File: config.mk
export PLATFORM = sky130hd
export DESIGN_NAME = xrs_wb_arb
export DESIGN_NICKNAME = d
export VERILOG_FILES = /design/src/rtl/xrs_pkg.sv /design/src/rtl/xrs_scoreboard.sv /design/src/rtl/xrs_wb_arb.sv
export SDC_FILE = /design/constraint.sdc
export NUM_CORES = 1
export LEC_CHECK = 0
export CAP_MARGIN = 20
export CORE_MARGIN = 8
export CORE_UTILIZATION = 42
export CTS_CLUSTER_SIZE = 8
export DETAILED_ROUTE_END_ITERATION = 8
export PLACE_DENSITY = 0.86
export SLEW_MARGIN = 20
export SYNTH_ARGS = -nofsm -noshare
export SYNTH_HDL_FRONTEND = slang
export SYNTH_SLANG_ARGS = --single-unit
File: constraint.sdc
create_clock -name clk_i -period 4.15 [get_ports clk_i]
set_input_delay 1.245 -clock clk_i [delete_from_list [all_inputs] [get_ports clk_i]]
set_output_delay 1.245 -clock clk_i [all_outputs]
set_load 0.05 [all_outputs]
File: src/rtl/xrs_pkg.sv
// Shared types and constants for the xrs register file and its write-back arbiter.
package xrs_pkg;

  localparam int XRS_NREGS = 32;
  localparam int XRS_AW    = 5;
  localparam int XRS_XLEN  = 64;

  typedef enum logic {
    WB_EX = 1'b0,
    WB_LD = 1'b1
  } wb_src_t;

  function automatic logic is_x0(input logic [XRS_AW-1:0] r);
    return (r == {XRS_AW{1'b0}});
  endfunction

endpackage

File: src/rtl/xrs_scoreboard.sv
// Pending-load scoreboard: one bit per register, x0 never pending, two-port hazard lookup.
module xrs_scoreboard
  import xrs_pkg::*;
(
  input  logic              clk_i,
  input  logic              reset_ni,
  input  logic              set_en_i,
  input  logic [XRS_AW-1:0] set_rd_i,
  input  logic              clr_en_i,
  input  logic [XRS_AW-1:0] clr_rd_i,
  input  logic [XRS_AW-1:0] ra_i,
  input  logic [XRS_AW-1:0] rb_i,
  output logic              hazard_o
);

  logic [XRS_NREGS-1:1] pend_r;
  logic [XRS_NREGS-1:1] pend_nxt_s;
  logic [XRS_NREGS-1:0] pend_full_s;

  // Next pending vector: clear first so a same-cycle set of the same bit wins.
  always_comb begin
    pend_nxt_s = pend_r;
    if (clr_en_i && !is_x0(clr_rd_i)) begin
      pend_nxt_s[clr_rd_i] = 1'b0;
    end else begin
      pend_nxt_s = pend_nxt_s;
    end
    if (set_en_i && !is_x0(set_rd_i)) begin
      pend_nxt_s[set_rd_i] = 1'b1;
    end else begin
      pend_nxt_s = pend_nxt_s;
    end
  end

  // Pending-bit storage.
  always_ff @(posedge clk_i or negedge reset_ni) begin
    if (!reset_ni) begin
      pend_r <= {(XRS_NREGS-1){1'b0}};
    end else begin
      pend_r <= pend_nxt_s;
    end
  end

  assign pend_full_s = {pend_r, 1'b0};
  assign hazard_o    = pend_full_s[ra_i] | pend_full_s[rb_i];

endmodule

File: src/rtl/xrs_wb_arb.sv
// Write-back arbiter for the xrs write port plus load scoreboard.
// Build option: XRS_WB_RR_EN selects round-robin contention; otherwise load has fixed priority.
module xrs_wb_arb
  import xrs_pkg::*;
#(
  parameter int XLEN = XRS_XLEN
) (
  input  logic              clk_i,
  input  logic              reset_ni,
  input  logic              ex_valid_i,
  output logic              ex_ready_o,
  input  logic [XRS_AW-1:0] ex_rd_i,
  input  logic [XLEN-1:0]   ex_dat_i,
  input  logic              ld_valid_i,
  output logic              ld_ready_o,
  input  logic [XRS_AW-1:0] ld_rd_i,
  input  logic [XLEN-1:0]   ld_dat_i,
  input  logic              ld_issue_i,
  input  logic [XRS_AW-1:0] ld_issue_rd_i,
  input  logic [XRS_AW-1:0] ra_i,
  input  logic [XRS_AW-1:0] rb_i,
  output logic              hazard_o,
  output logic [XRS_AW-1:0] rd_o,
  output logic [XLEN-1:0]   rdat_o,
  output logic              rwe_o
);

  logic              ex_gnt_s;
  logic              ld_gnt_s;
  logic              xfer_s;
  logic [XRS_AW-1:0] win_rd_s;
  logic [XLEN-1:0]   win_dat_s;
  logic [XRS_AW-1:0] rd_r;
  logic [XLEN-1:0]   rdat_r;
  logic              rwe_r;
  wb_src_t           wb_ld_r;
`ifdef XRS_WB_RR_EN
  logic              last_ld_r;
`endif

  // Grant selection; the two grants are never asserted together.
  always_comb begin
    ex_gnt_s = 1'b0;
    ld_gnt_s = 1'b0;
    if (ex_valid_i && ld_valid_i) begin
`ifdef XRS_WB_RR_EN
      ld_gnt_s = !last_ld_r;
      ex_gnt_s = last_ld_r;
`else
      ld_gnt_s = 1'b1;
`endif
    end else if (ld_valid_i) begin
      ld_gnt_s = 1'b1;
    end else if (ex_valid_i) begin
      ex_gnt_s = 1'b1;
    end else begin
      ex_gnt_s = 1'b0;
      ld_gnt_s = 1'b0;
    end
  end

  // Winner payload mux.
  always_comb begin
    win_rd_s  = ex_rd_i;
    win_dat_s = ex_dat_i;
    if (ld_gnt_s) begin
      win_rd_s  = ld_rd_i;
      win_dat_s = ld_dat_i;
    end else begin
      win_rd_s  = ex_rd_i;
      win_dat_s = ex_dat_i;
    end
  end

  assign xfer_s     = ex_gnt_s | ld_gnt_s;
  assign ex_ready_o = ex_gnt_s;
  assign ld_ready_o = ld_gnt_s;

  // Write register toward xrs; x0 targets are accepted but never raise the write enable.
  always_ff @(posedge clk_i or negedge reset_ni) begin
    if (!reset_ni) begin
      rd_r    <= {XRS_AW{1'b0}};
      rdat_r  <= {XLEN{1'b0}};
      rwe_r   <= 1'b0;
      wb_ld_r <= WB_EX;
    end else if (xfer_s) begin
      rd_r    <= win_rd_s;
      rdat_r  <= win_dat_s;
      rwe_r   <= !is_x0(win_rd_s);
      wb_ld_r <= ld_gnt_s ? WB_LD : WB_EX;
    end else begin
      rwe_r   <= 1'b0;
    end
  end

`ifdef XRS_WB_RR_EN
  // Round-robin history, advanced only when something is accepted.
  always_ff @(posedge clk_i or negedge reset_ni) begin
    if (!reset_ni) begin
      last_ld_r <= 1'b0;
    end else if (xfer_s) begin
      last_ld_r <= ld_gnt_s;
    end else begin
      last_ld_r <= last_ld_r;
    end
  end
`endif

  assign rd_o   = rd_r;
  assign rdat_o = rdat_r;
  assign rwe_o  = rwe_r;

  // Pending bits clear on the edge that commits the load into xrs.
  xrs_scoreboard u_sb (
    .clk_i    (clk_i),
    .reset_ni (reset_ni),
    .set_en_i (ld_issue_i),
    .set_rd_i (ld_issue_rd_i),
    .clr_en_i (rwe_r && (wb_ld_r == WB_LD)),
    .clr_rd_i (rd_r),
    .ra_i     (ra_i),
    .rb_i     (rb_i),
    .hazard_o (hazard_o)
  );

endmodule

==> results.cfg <==
[status]
outcome = finished clean

[routing]
drcViolationCount = 0
num_vias = 4807
drtAntennaViolNets = 0
wire_per_inst_um = 20.4
detailedRoute.firstIterationViolations = 292
drt-pass1-iter-count = 5
via_per_inst = 5.53
finalWirelength_mm = 17.8

[finish]
layout.cells.most_common = sky130_fd_sc_hd__clkdlybuf4s50_1
layout.nets = 875
finish.utilization_pct = 66.2
post_route_cells_drive_above_1_share_pct = 7.48
multi_input_area_mm2 = 0.00238
register_area_mm2 = 0.00255
num_antenna_cells = 0
area_delta_synth_final_pct = 55.3
instances_no_fill = 869
layout.cells.most_common_list = sky130_fd_sc_hd__clkdlybuf4s50_1, sky130_fd_sc_hd__o21ai_0, sky130_fd_sc_hd__dfrtp_1
fillers = 920

[critical_path]
worstSetupStartpointType = primary input
crit_path_top_delay_cell = sky130_fd_sc_hd__clkdlybuf4s50_1
crit_fanout = 4
worstPathCellList = clkdlybuf4s50_1 -> mux4_2 -> mux2i_1 -> nand2_1 -> a21oi_1 -> o211ai_1 -> buf_4
timing_worst_setup_path_type = in -> out
critical_path_arrival_ns = 2.76
crit_required_ns = 2.90
max_stage_delay_ns = 0.57
setup.worst_path.end_class = output pin

[clock_tree]
worst_skew_pair.late_latency_ns = 0.34
cts_buffer_depth = 2
cts_tree = yes
clkSinkCount = 102
cts.clk_slew.worst_paths_ns = 0.07
numCtsBuffers = 9
clock_tree.root_cell = sky130_fd_sc_hd__clkbuf_16
cts.htree.levels = 3

[pwr]
p_switching_w = 0.00107
power_frac_seq_pct = 40.9
sw_frac_of_total_pct = 32.7
static_leakage_power_nw = 3.32
power.density_mw_per_mm2 = 415
p_int_w = 0.00220
vdd_drop_max_mv = 0.271
clock_power_share_pct = 29.6
share_comb_of_total_power_pct = 29.5

[synth]
syn-mean-instance-area_um2 = 10.3
syn_area_mm2 = 0.00508
synth_cell_type_count = 36
ys_ff_latch = 102
synth.net_count = 652
synth.yosys.seq_area_share_pct = 50.3
syn-instance-count = 494
yosysWarningCount = 0

[floorplanning]
initial_core_utilization_pct = 42.6
floorplan.core_area_mm2 = 0.0119
placementRows = 40
dieArea_mm2 = 0.0159
floorplan.io_pins = 231
fp.dieW_um = 126
die_h_um = 126

[flow_run]
drv.max_cap_violation_count = 0

[placed_design]
globalplace.congestion = 1.04
number_of_placed_instances_with_taps_included = 853
dp.final_hpwl_mm = 13.9
io_port_bufs = 230

[grt]
grt_overflow = 0
pin_count_of_the_biggest_net_entering_global_routing = 88
grt_pass1_vias = 5197
global_route_wire_length_before_repair_mm = 27.9
track_usage_pct = 22.3
antenna_found_initial = 1

[timing]
slew_headroom_pct = 47.5
period_minus_slack_ns = 4.00
slew_violations = 0
final-hold-violation-count = 0
rsz0062_at_grt = false
tightest_slew_ns = 0.788
fin_skew_ns = 0.00433
timing.fmax_ghz = 0.250
final.setup.tns_ns = 0
fin_crit_sh_pct = 96.4
report.final.setup_viol = 0

[worst_hold_path]
hold_path.class = reg -> reg
==> state kept, by name, indices dropped and copies added (netlist names) <==
signal and flops:
rd_o 5, rdat_o 64, rwe_o 1, u_sb.pend_r 31
wb_ld_r 1
==> cell families (layout without fill, tap and decap cells) <==
group	after synthesis	count (layout)	share of synthesized area [%]
AOI/OAI and AO/OA	145	145	14.9
and+or+nand+nor	121	121	10.6
buffers and inverters	36	264	2.88
muxes	90	90	21.3
DFF	102	102	50.3
==> metrics by stage <==
| step | setup slack (ns) | hold slack [ns] | total power, W | instance area [um^2] |
|---|---|---|---|---|
| floorplan | 0.100 | 0.456 | 0.00183 | 5080 |
| global placement | -0.271 | 0.520 | 0.00226 | 7550 |
| detailed placement | -0.292 | 0.535 | 0.00231 | 7550 |
| CTS | 0.000226 | 0.548 | 0.00329 | 7890 |
| global route | 0.0787 | 0.576 | 0.00341 | 7890 |
| finish | 0.150 | 0.547 | 0.00327 | 7890 |
==> cells in the mapped netlist <==
library cell	number	share of area, %
sky130_fd_sc_hd__a21o_1	1	0.15
sky130_fd_sc_hd__a21oi_1	5	0.49
sky130_fd_sc_hd__a22o_1	1	0.17
sky130_fd_sc_hd__a31oi_1	1	0.12
sky130_fd_sc_hd__and3b_1	1	0.17
sky130_fd_sc_hd__buf_1	13	0.96
sky130_fd_sc_hd__buf_2	3	0.30
sky130_fd_sc_hd__buf_6	1	0.22
sky130_fd_sc_hd__clkbuf_1	15	1.1
sky130_fd_sc_hd__dfrtp_1	102	50
sky130_fd_sc_hd__inv_1	4	0.30
sky130_fd_sc_hd__mux2_2	4	0.89
sky130_fd_sc_hd__mux2i_1	73	14
sky130_fd_sc_hd__mux4_1	4	2.1
sky130_fd_sc_hd__mux4_2	9	4.0
sky130_fd_sc_hd__nand2_1	81	6.0
sky130_fd_sc_hd__nand2b_1	5	0.62
sky130_fd_sc_hd__nand3_1	8	0.79
sky130_fd_sc_hd__nand3b_1	4	0.59
sky130_fd_sc_hd__nand4_1	2	0.25
sky130_fd_sc_hd__nor2_1	8	0.59
sky130_fd_sc_hd__nor2b_1	3	0.37
sky130_fd_sc_hd__nor3_1	1	0.099
sky130_fd_sc_hd__nor3b_1	1	0.15
sky130_fd_sc_hd__nor4_1	1	0.12
sky130_fd_sc_hd__o211ai_1	5	0.74
sky130_fd_sc_hd__o21a_1	1	0.15
sky130_fd_sc_hd__o21ai_0	128	13
sky130_fd_sc_hd__o22ai_1	1	0.12
sky130_fd_sc_hd__o31a_1	1	0.17
sky130_fd_sc_hd__o31ai_1	1	0.15
sky130_fd_sc_hd__or2_0	1	0.12
sky130_fd_sc_hd__or2_2	1	0.12
sky130_fd_sc_hd__or3_1	1	0.12
sky130_fd_sc_hd__or3b_2	2	0.35
sky130_fd_sc_hd__or4_1	1	0.15
==> critical path: cells and delay by family <==
kind,cells,cell delay [ns]
compound gates,2,0.21
buf+inv,2,0.77
mux,2,0.46
simple gates,1,0.07
==> path summary, 6_finish.rpt <==
check,slack [ns],depth (start not counted),from,to
max reg2reg,2.57,3,rd_o[4],u_sb.pend_r[19]
max,0.15,7,ra_i[3],hazard_o
max in group asynchronous,2.43,2,reset_ni,rdat_o[3]
min in group asynchronous,0.94,1,reset_ni,u_sb.pend_r[20]
min,0.55,2,u_sb.pend_r[31],u_sb.pend_r[31]
min reg2reg,0.55,2,u_sb.pend_r[31],u_sb.pend_r[31]
==> metal layers <==
metal  GRT usage, %  share of wire [%]  vias up
met1           23.8                 36     2293
met2           39.4                 52      250
met4           10.3                3.4        2
met3           7.13                9.1       49
met5              0              0.073        -
li1               -                  -     2213
==> final cells by class <==
cell class                 count  share of cell area [%]
tap                          147                    2.33
clock inverter                 7                    1.54
sequential                   102                    32.4
clock buffer                   9                    2.86
multi-input combinational    356                    30.1
timing repair buffer         244                    30.6
inverter                       4                   0.190
==> power by group through the flow <==
stage | Combinational [W] | Clock (W) | Sequential, W
after floorplan | 0.000346 | 0 | 0.00149
after global placement | 0.000935 | 0 | 0.00133
after detailed placement | 0.000968 | 0 | 0.00134
after CTS | 0.000971 | 0.000990 | 0.00132
after global routing | 0.00103 | 0.00103 | 0.00135
final | 0.000967 | 0.000968 | 0.00134
==> repair_timing <==
action / in CTS / in global routing
gates resized for setup: 6 / 4
setup buffers: 0 / 0
setup endpoints to repair: 1 / 1
hold buffers: 0 / 0
Power figures use the tool's default switching activity.
